## config.mk

```make
export PLATFORM = sky130hd
export DESIGN_NAME = compute_clock_gate_ctrl_flat
export DESIGN_NICKNAME = d
export VERILOG_FILES = /design/src/rtl/compute_clock_gate_ctrl_if.sv /design/src/rtl/compute_clock_gate_ctrl.sv /design/src/flat_wrapper.sv
export SDC_FILE = /design/constraint.sdc
export NUM_CORES = 1
export LEC_CHECK = 0
export CAP_MARGIN = 20
export CELL_PAD_IN_SITES_DETAIL_PLACEMENT = 1
export CELL_PAD_IN_SITES_GLOBAL_PLACEMENT = 2
export CORE_MARGIN = 5
export CORE_UTILIZATION = 40
export CTS_BUF_LIST = sky130_fd_sc_hd__clkbuf_8
export DETAILED_ROUTE_END_ITERATION = 16
export DONT_BUFFER_PORTS = 1
export HOLD_SLACK_MARGIN = 0.06
export PLACE_DENSITY_LB_ADDON = 0.1
export SLEW_MARGIN = 20
export SYNTH_ARGS = -nofsm -noshare
export SYNTH_HDL_FRONTEND = slang
export SYNTH_SLANG_ARGS = --single-unit
```

## constraint.sdc

```tcl
create_clock -name clock -period 2.7 [get_ports clock]
set_input_delay 0.135 -clock clock [delete_from_list [all_inputs] [get_ports clock]]
set_output_delay 0.135 -clock clock [all_outputs]
set_load 0.05 [all_outputs]
```

## src/rtl/compute_clock_gate_ctrl_if.sv

```systemverilog
// Command handshake into the compute clock gate controller:
// run mode, step count and channel mask under valid/ready.
interface compute_clock_gate_ctrl_if #(
    parameter int NUM_CHANNELS = 4,
    parameter int COUNT_WIDTH  = 32
);
    logic                    cmd_valid;
    logic                    cmd_ready;
    logic [1:0]              cmd_mode;
    logic [COUNT_WIDTH-1:0]  cmd_count;
    logic [NUM_CHANNELS-1:0] cmd_mask;

    modport master (
        output cmd_valid, cmd_mode, cmd_count, cmd_mask,
        input  cmd_ready
    );

    modport slave (
        input  cmd_valid, cmd_mode, cmd_count, cmd_mask,
        output cmd_ready
    );
endinterface

```

## src/rtl/compute_clock_gate_ctrl.sv

```systemverilog
// Lock filtering, reset-release sequencing and per-channel
// compute clock enable generation for the clock wizard.
module compute_clock_gate_ctrl #(
    parameter int NUM_CHANNELS = 4,
    parameter int SYNC_STAGES  = 3,
    parameter int LOCK_FILTER  = 8,
    parameter int COUNT_WIDTH  = 32
) (
    input  logic                    clock,
    input  logic                    reset,
    input  logic                    locked,
    output logic                    sync_rst_n,
    compute_clock_gate_ctrl_if.slave cmd,
    output logic [NUM_CHANNELS-1:0] clock_en,
    output logic                    busy,
    output logic                    done,
    output logic                    cmd_error,
    output logic [COUNT_WIDTH-1:0]  cycles_run
);
    localparam int FW = $clog2(LOCK_FILTER + 1);
    localparam logic [1:0] MODE_FREE  = 2'b01;
    localparam logic [1:0] MODE_COUNT = 2'b10;

    typedef enum logic [1:0] {
        HOLD,
        IDLE,
        RUN_FREE,
        RUN_COUNT
    } state_t;

    state_t                 state;
    logic [SYNC_STAGES-1:0] lk_sync;
    logic [SYNC_STAGES-1:0] rel_chain;
    logic [FW-1:0]          filt;
    logic [COUNT_WIDTH-1:0] left;
    logic [COUNT_WIDTH-1:0] cycles_inc;
    logic                   lk_s;
    logic                   rel;
    logic                   ready;
    logic                   accept;
    logic                   run_cmd;

    assign lk_s       = lk_sync[SYNC_STAGES-1];
    // A low lk_s drops release in the same cycle, ahead of the counter clear.
    assign rel        = lk_s && (filt == FW'(LOCK_FILTER));
    assign sync_rst_n = rel_chain[SYNC_STAGES-1];
    assign ready      = sync_rst_n && (state != HOLD);
    assign cmd.cmd_ready = ready;
    assign accept     = cmd.cmd_valid && ready;
    assign run_cmd    = (cmd.cmd_mode == MODE_FREE) ||
                        (cmd.cmd_mode == MODE_COUNT);
    assign cycles_inc = (&cycles_run) ? cycles_run
                                      : cycles_run + COUNT_WIDTH'(1);

    always_ff @(posedge clock or posedge reset) begin
        if (reset) begin
            lk_sync   <= '0;
            filt      <= '0;
            rel_chain <= '0;
        end else begin
            lk_sync <= {lk_sync[SYNC_STAGES-2:0], locked};
            if (!lk_s) begin
                filt <= '0;
            end else if (filt != FW'(LOCK_FILTER)) begin
                filt <= filt + FW'(1);
            end
            rel_chain <= rel ? {rel_chain[SYNC_STAGES-2:0], 1'b1} : '0;
        end
    end

    always_ff @(posedge clock or posedge reset) begin
        if (reset) begin
            state      <= HOLD;
            clock_en   <= '0;
            busy       <= 1'b0;
            done       <= 1'b0;
            cmd_error  <= 1'b0;
            cycles_run <= '0;
            left       <= '0;
        end else begin
            done      <= 1'b0;
            cmd_error <= 1'b0;
            if (!sync_rst_n) begin
                state    <= HOLD;
                clock_en <= '0;
                busy     <= 1'b0;
            end else begin
                unique case (state)
                    HOLD: state <= IDLE;
                    IDLE: begin
                        if (accept && cmd.cmd_mode == MODE_FREE) begin
                            state      <= RUN_FREE;
                            clock_en   <= cmd.cmd_mask;
                            busy       <= 1'b1;
                            cycles_run <= '0;
                        end else if (accept && cmd.cmd_mode == MODE_COUNT) begin
                            cycles_run <= '0;
                            if (cmd.cmd_count == '0) begin
                                done <= 1'b1;
                            end else begin
                                state    <= RUN_COUNT;
                                clock_en <= cmd.cmd_mask;
                                busy     <= 1'b1;
                                left     <= cmd.cmd_count;
                            end
                        end
                    end
                    RUN_FREE, RUN_COUNT: begin
                        cycles_run <= cycles_inc;
                        left       <= left - COUNT_WIDTH'(1);
                        if (accept && run_cmd) begin
                            cmd_error <= 1'b1;
                        end
                        if ((accept && !run_cmd) ||
                            (state == RUN_COUNT && left == COUNT_WIDTH'(1))) begin
                            state    <= IDLE;
                            clock_en <= '0;
                            busy     <= 1'b0;
                            done     <= 1'b1;
                        end
                    end
                    default: state <= HOLD;
                endcase
            end
        end
    end
endmodule
```

## src/flat_wrapper.sv

```systemverilog
// flat-port wrapper written by rule: the top's interface ports become plain ports
module compute_clock_gate_ctrl_flat 
#(
    parameter int NUM_CHANNELS = 4,
    parameter int SYNC_STAGES  = 3,
    parameter int LOCK_FILTER  = 8,
    parameter int COUNT_WIDTH  = 32
)
  (clock, reset, locked, sync_rst_n, clock_en, busy, done, cmd_error, cycles_run, cmd_cmd_valid, cmd_cmd_mode, cmd_cmd_count, cmd_cmd_mask, cmd_cmd_ready);
  compute_clock_gate_ctrl_if #(.NUM_CHANNELS(NUM_CHANNELS), .COUNT_WIDTH(COUNT_WIDTH)) cmd_i ();
  input  logic clock;
  input  logic reset;
  input  logic locked;
  output logic sync_rst_n;
  output logic [NUM_CHANNELS-1:0] clock_en;
  output logic busy;
  output logic done;
  output logic cmd_error;
  output logic [COUNT_WIDTH-1:0] cycles_run;
  input wire logic [$bits(cmd_i.cmd_valid)-1:0] cmd_cmd_valid;
  input wire logic [$bits(cmd_i.cmd_mode)-1:0] cmd_cmd_mode;
  input wire logic [$bits(cmd_i.cmd_count)-1:0] cmd_cmd_count;
  input wire logic [$bits(cmd_i.cmd_mask)-1:0] cmd_cmd_mask;
  output wire logic [$bits(cmd_i.cmd_ready)-1:0] cmd_cmd_ready;
  assign cmd_i.cmd_valid = cmd_cmd_valid;
  assign cmd_i.cmd_mode = cmd_cmd_mode;
  assign cmd_i.cmd_count = cmd_cmd_count;
  assign cmd_i.cmd_mask = cmd_cmd_mask;
  assign cmd_cmd_ready = cmd_i.cmd_ready;
  compute_clock_gate_ctrl #(.NUM_CHANNELS(NUM_CHANNELS), .SYNC_STAGES(SYNC_STAGES), .LOCK_FILTER(LOCK_FILTER), .COUNT_WIDTH(COUNT_WIDTH)) u_core (.clock(clock), .reset(reset), .locked(locked), .sync_rst_n(sync_rst_n), .cmd(cmd_i), .clock_en(clock_en), .busy(busy), .done(done), .cmd_error(cmd_error), .cycles_run(cycles_run));
endmodule
```

======== Yosys cells after proc, flatten, opt, wreduce, memory -nomap -nowiden ========
Cells that the tools add are included.
word-level totals
  register bits after elaboration ......... 83
  bits in latches ......................... 0
  bits in writable memories ............... 0
  ROM bits ................................ 0
  output and inout bits ................... 41
  word-level logic and storage cells ...... 90
  memories ................................ 0
operators by class
  $add $sub $neg .......................... 3
  multiply operators ...................... 0
  divide/modulo/power cells ............... 0
  $lt $le $gt $ge ......................... 0
  eq/ne operators ......................... 18
  shift operators ......................... 0
  multiplexer cells ....................... 38
  bitwise gates (word level) .............. 0
  reductions and logical operators ........ 21
operator list
  cell                                                number
  two-way mux 32 bit                                  6
  one-hot mux 32 bit (2 select lines)                 2
  adder 32 x 1 -> 32 bit, second input constant       1
  == test 32 x 1 -> 1 bit, second input constant      1
  logical NOT 32 bit                                  1
  AND reduction 32 bit                                1
  subtractor 32 x 1 -> 32 bit, second input constant  1
  two-way mux 4 bit                                   7
  two-way mux 1 bit                                   13
  inequality test 4 bit, second input constant        3
  two-way mux 2 bit                                   5
  logical AND 1 bit                                   8
  inequality test 2 bit, second input constant        4
  one-hot mux 4 bit (2 select lines)                  1
  AND reduction 4 bit                                 2
  == test 2 bit, second input constant                3
  inequality test 3 bit, second input constant        2
  one-hot mux 2 bit (3 select lines)                  1
  AND reduction 5 bit                                 1
  adder 4 x 1 -> 4 bit, second input constant         1
  == test 2 x 1 -> 1 bit, second input constant       2
  == test 4 bit, second input constant                1
  one-hot mux 1 bit (2 select lines)                  2
  nonzero test 2 bit                                  2
  8 further kinds                                     9

======== Depth between registers and ports, before layout ========
  depth in word-level cells ............... 8
  mapped depth ............................ 9
  gate-level depth less buffers ........... 7

======== Worst setup path after synthesis ========
No wires, ideal clock.
  path kind ............................... register -> register
  start point ............................. register u_core.cycles_run[0]
  end point ............................... register u_core.cycles_run[17]
  library setup time ...................... 0.134 ns
  arrival ................................. 2.492 ns
  required time ........................... 2.566 ns
  slack ................................... 0.074 ns
  cell stages (with the launch flop) ...... 8
  path buffers ............................ 1
  period minus slack after synthesis ...... 2.626 ns
  path through ............................ dfrtp_1 ha_1 nand4_1 or4_1 nor3_1 buf_2 nor4_1 mux2i_1
between the ends
  longest elaborated chain between the ends .. 3
  elaborated cells between the ends (all ways) .. 6
  classes of those cells .................. add/sub: 1; eq/ne: 1; mux: 2; reduce/logical: 2
RTL lines
  what                                                                        RTL line                                                      text
  from (decl)                                                                 compute_clock_gate_ctrl.sv:18                                 output logic [COUNT_WIDTH-1:0] cycles_run
  from (signal assigned)                                                      compute_clock_gate_ctrl.sv:109                                cycles_run <= cycles_inc;
  adder 32 x 1 -> 32 bit or AND reduction 32 bit (tied branches)              compute_clock_gate_ctrl.sv:53, compute_clock_gate_ctrl.sv:52
  two-way mux 32 bit or inequality test 2 bit (tied branches)                 n/a
  one-hot mux 32 bit (2 select lines) or AND reduction 4 bit (tied branches)  n/a
Several ways; a longest one is shown, not always the timed one. The select of a mux whose other input is x is not followed.
A chain may end at the register's enable or synchronous reset.

======== Worst setup path after layout ========
  start point ............................. register u_core.cycles_run[1]
  end point ............................... register u_core.cycles_run[7]
Same word-level chain as after synthesis.

==> results.py <==
metrics = {
    "status": {
        "status": "finished clean",
    },
    "yosys": {
        "yosysWarnings": 0,
        "netlist_area_um2": 4900,
        "async_flop_share_pct": 100,
        "synth-seq-cells": 83,
        "synthCells": 553,
        "syn_area_per_cell_um2": 8.86,
        "synth_nets": 602,
        "synthFlopType": "dfrtp_1",
        "synth.distinct_cells": 63,
        "synth_edf_count": 0,
        "yosysSeqAreaShare_pct": 42.4,
    },
    "hold_path": {
        "hold_start": "cmd_cmd_count[19]",
        "min_path_type": "in -> reg",
        "hold_path_end": "u_core.left[19]$_DFFE_PP0P_",
        "whs_path_depth": 3,
    },
    "floorplan": {
        "dieArea_um2": 14600,
        "core_area_um2": 12000,
        "initial_core_util_pct": 40.8,
        "chipHeight_um": 121,
        "pin_count": 83,
        "die_x_um": 121,
        "rows": 40,
    },
    "power": {
        "total_power_uw": 2250,
        "vdd.ir_drop.worst_mv": 0.346,
        "p_per_area_nw_per_um2": 377,
        "p_leak_uw": 0.00242,
    },
    "clock_tree": {
        "h-tree-depth": 3,
        "clkTransAtPathRegs_ns": 0.09,
        "cts-root-buf": "clkbuf_8",
        "clock_latency_ns": 0.37,
        "clk_path_buf_depth": 2,
        "cts_resized": 0,
        "post_cts_buffers": 0,
        "numCtsBuffers": 9,
        "clock_sinks": 83,
        "cts_tree": "built",
    },
    "cells_and_area": {
        "nFillCells": 1403,
        "drive_gt1_share_pct": 13.5,
        "fin_util_pct": 49.7,
        "syn2layout_area_growth_pct": 22.0,
        "fin_nets": 680,
        "antenna_cells": 0,
    },
    "setup_path": {
        "r2r-start": "u_core.cycles_run[1]$_DFFE_PP0P_",
        "crit_type": "reg -> reg",
        "worstSetupStartpointType": "register",
        "cp_cell_sequence": "ha_1, nand4_1, or4_1, or3_1, and3_1, nor4_1",
        "slowest_stage": "or4_1",
        "cp_slowest_stage_delay_ns": 0.62,
        "cp_max_fo": 7,
        "endpoint_kind": "register",
        "cp.arrival_ns": 2.70,
        "cp_data_required_time_ns": 2.97,
        "reg2reg_to": "u_core.cycles_run[7]$_DFFE_PP0P_",
        "r2r.worst_path.cells": 6,
        "reg2reg_slack_ns": 0.27,
    },
    "sta": {
        "fin_crit_sh_pct": 90.0,
        "rsz0062_at_grt": "no",
        "finalSetupViolCount": 0,
        "min_period_ns": 2.43,
        "fmax_mhz": 412,
        "worst_pin_slew_ns": 0.791,
        "fin_skew_ns": 0.0129,
        "final_hold_viol_count": 0,
        "slew_violations": 0,
        "maxSlewHeadroom_pct": 46.8,
        "tns_ns": 0,
    },
    "global_routing": {
        "grt_pass1_vias": 5309,
        "groute.usage.overall_pct": 24.5,
        "grt_pass1_wl_um": 28300,
        "antenna_found_initial": 0,
        "overflow": 0,
        "grt_max_degree": 52,
    },
    "placed_design": {
        "gp_congestion": 0.868,
        "portBuffers": 0,
        "dp_hpwl_um": 12400,
    },
    "route": {
        "postRouteAntennaNets": 0,
        "first_iter_violations": 352,
        "vias": 4997,
        "viasPerCell": 6.38,
        "avgRoutedWirePerCell_um": 22.1,
        "drc": 0,
        "dr.pass1.iters": 5,
        "routed_wirelength_um": 17300,
    },
    "flow_run": {
        "max_cap_violations": 0,
    },
}
==> critical path: cells and delay by family, from the launching register on <==
| family | cells | cell delay, ns |
|---|---|---|
| and+or+nand+nor | 5 | 1.71 |
| DFF | 1 | 0.36 |
| adders and majority gates | 1 | 0.24 |
==> metal layers <==
metal	up-vias	global-route usage (%)	share of wire [%]	wire length (um)
met2	142	37.1	45	7870
met3	22	5.10	5.7	990
met1	2520	34.9	47	8180
met4	0	8.14	1.5	267
met5	-	0	0	0
li1	2313	-	-	-
==> cell usage after synthesis (10+ instances only) <==
| cell | number | share of area (%) |
|---|---|---|
| a21oi_1 | 46 | 4.7 |
| o22ai_1 | 10 | 1.3 |
| o21ai_0 | 39 | 4.0 |
| nor2_1 | 25 | 1.9 |
| nor3_1 | 24 | 2.5 |
| or4_1 | 20 | 3.1 |
| o31ai_1 | 12 | 1.8 |
| and4_1 | 10 | 1.8 |
| dfrtp_1 | 83 | 42 |
| clkbuf_1 | 23 | 1.8 |
| inv_1 | 14 | 1.1 |
| nand4_1 | 20 | 2.6 |
| or3_1 | 12 | 1.5 |
| nand2_1 | 53 | 4.1 |
| nand3_1 | 26 | 2.7 |
| nor4_1 | 20 | 2.6 |
==> where the power goes <==
part           switching [uW]  internal, uW
Clock                     479           418
Sequential               5.22          1250
Combinational            51.9          49.4
Total                     536          1720
==> registers in the layout, summed over array words and instances (netlist names) <==
register and flops:
u_core.done 1, u_core.cmd_error 1, u_core.state 2, u_core.busy 1, u_core.clock_en 4, u_core.lk_sync 3
u_core.filt 4, u_core.cycles_run 32, u_core.left 32, u_core.rel_chain 3
==> metrics by stage <==
step | hold WS, ns | instances | area, um2 | worst slack [ns]
after floorplan | 0.166 | 553 | 4900 | 0.0740
after global placement | 0.115 | 734 | 5460 | 0.405
after detailed placement | 0.121 | 734 | 5460 | 0.324
after CTS | 0.0666 | 783 | 5970 | 0.286
after global routing | 0.0862 | 783 | 5970 | 0.124
final | 0.0881 | 783 | 5970 | 0.270
==> worst max path at each step <==
stage | from | slack [ns] | endpoint | cells after the start
after detailed placement | u_core.cycles_run[1]$_DFFE_PP0P_ | 0.32 | u_core.cycles_run[7]$_DFFE_PP0P_ | 6
final | u_core.cycles_run[1]$_DFFE_PP0P_ | 0.27 | u_core.cycles_run[7]$_DFFE_PP0P_ | 6
after floorplan | u_core.cycles_run[0]$_DFFE_PP0P_ | 0.07 | u_core.cycles_run[17]$_DFFE_PP0P_ | 7
after global routing | u_core.cycles_run[0]$_DFFE_PP0P_ | 0.12 | u_core.cycles_run[7]$_DFFE_PP0P_ | 6
after global placement | u_core.left[21]$_DFFE_PP0P_ | 0.41 | u_core.clock_en[2]$_DFFE_PP0P_ | 7
after CTS | u_core.cycles_run[1]$_DFFE_PP0P_ | 0.29 | u_core.cycles_run[7]$_DFFE_PP0P_ | 6
==> repair_timing <==
item                                    CTS  global route
hold endpoints to repair                 66             0
endpoints found under the setup margin    0             0
hold buffers                             33             0
==> cells by family (layout without fill, tap and decap cells) <==
| group | count (synthesis) | in the layout | share of synthesized area, % |
|---|---|---|---|
| multiplexers | 8 | 8 | 1.64 |
| AO/OA/AOI/OAI | 168 | 168 | 22.3 |
| AND/OR/NAND/NOR | 242 | 242 | 27.9 |
| adder cells (fa/ha/maj) | 7 | 7 | 1.79 |
| flip-flops | 83 | 83 | 42.4 |
| XOR/XNOR | 3 | 3 | 0.537 |
| buffers and inverters | 42 | 125 | 3.47 |
==> layout make-up <==
type / instances / area, um2 / share of cell area [%]
multi-input combinational: 428 / 2660 / 44.6
sequential: 83 / 2080 / 34.8
timing repair buffer: 95 / 808 / 13.5
inverter: 14 / 53.8 / 0.901
clock inverter: 7 / 61.3 / 1.03
clock buffer: 9 / 124 / 2.07
tap: 147 / 184 / 3.08
==> layout by cell type, fill, tap and decap left out, types with 3 or more instances in the layout <==
cell | Yosys | routed
clkbuf_8 | 0 | 9
a22oi_1 | 3 | 3
mux2i_1 | 8 | 8
ha_1 | 7 | 7
o31ai_1 | 12 | 11
or3_1 | 12 | 12
and4_1 | 10 | 10
and2_1 | 8 | 8
a31oi_1 | 5 | 5
nand3_1 | 26 | 26
o21ai_0 | 39 | 39
nand4_1 | 20 | 20
nand2b_1 | 5 | 5
o21a_1 | 4 | 4
nor2_1 | 25 | 25
dlygate4sd3_1 | 0 | 33
a21oi_1 | 46 | 46
o211ai_1 | 7 | 7
o41ai_1 | 4 | 4
dfrtp_1 | 83 | 82
nand2_1 | 53 | 53
o311ai_0 | 7 | 7
nor4_1 | 20 | 20
nor3_1 | 24 | 24
inv_1 | 14 | 15
clkinv_2 | 0 | 4
o22ai_1 | 10 | 10
buf_4 | 0 | 61
a22o_1 | 6 | 6
or4_1 | 20 | 20
Power figures use the tool's default switching activity.
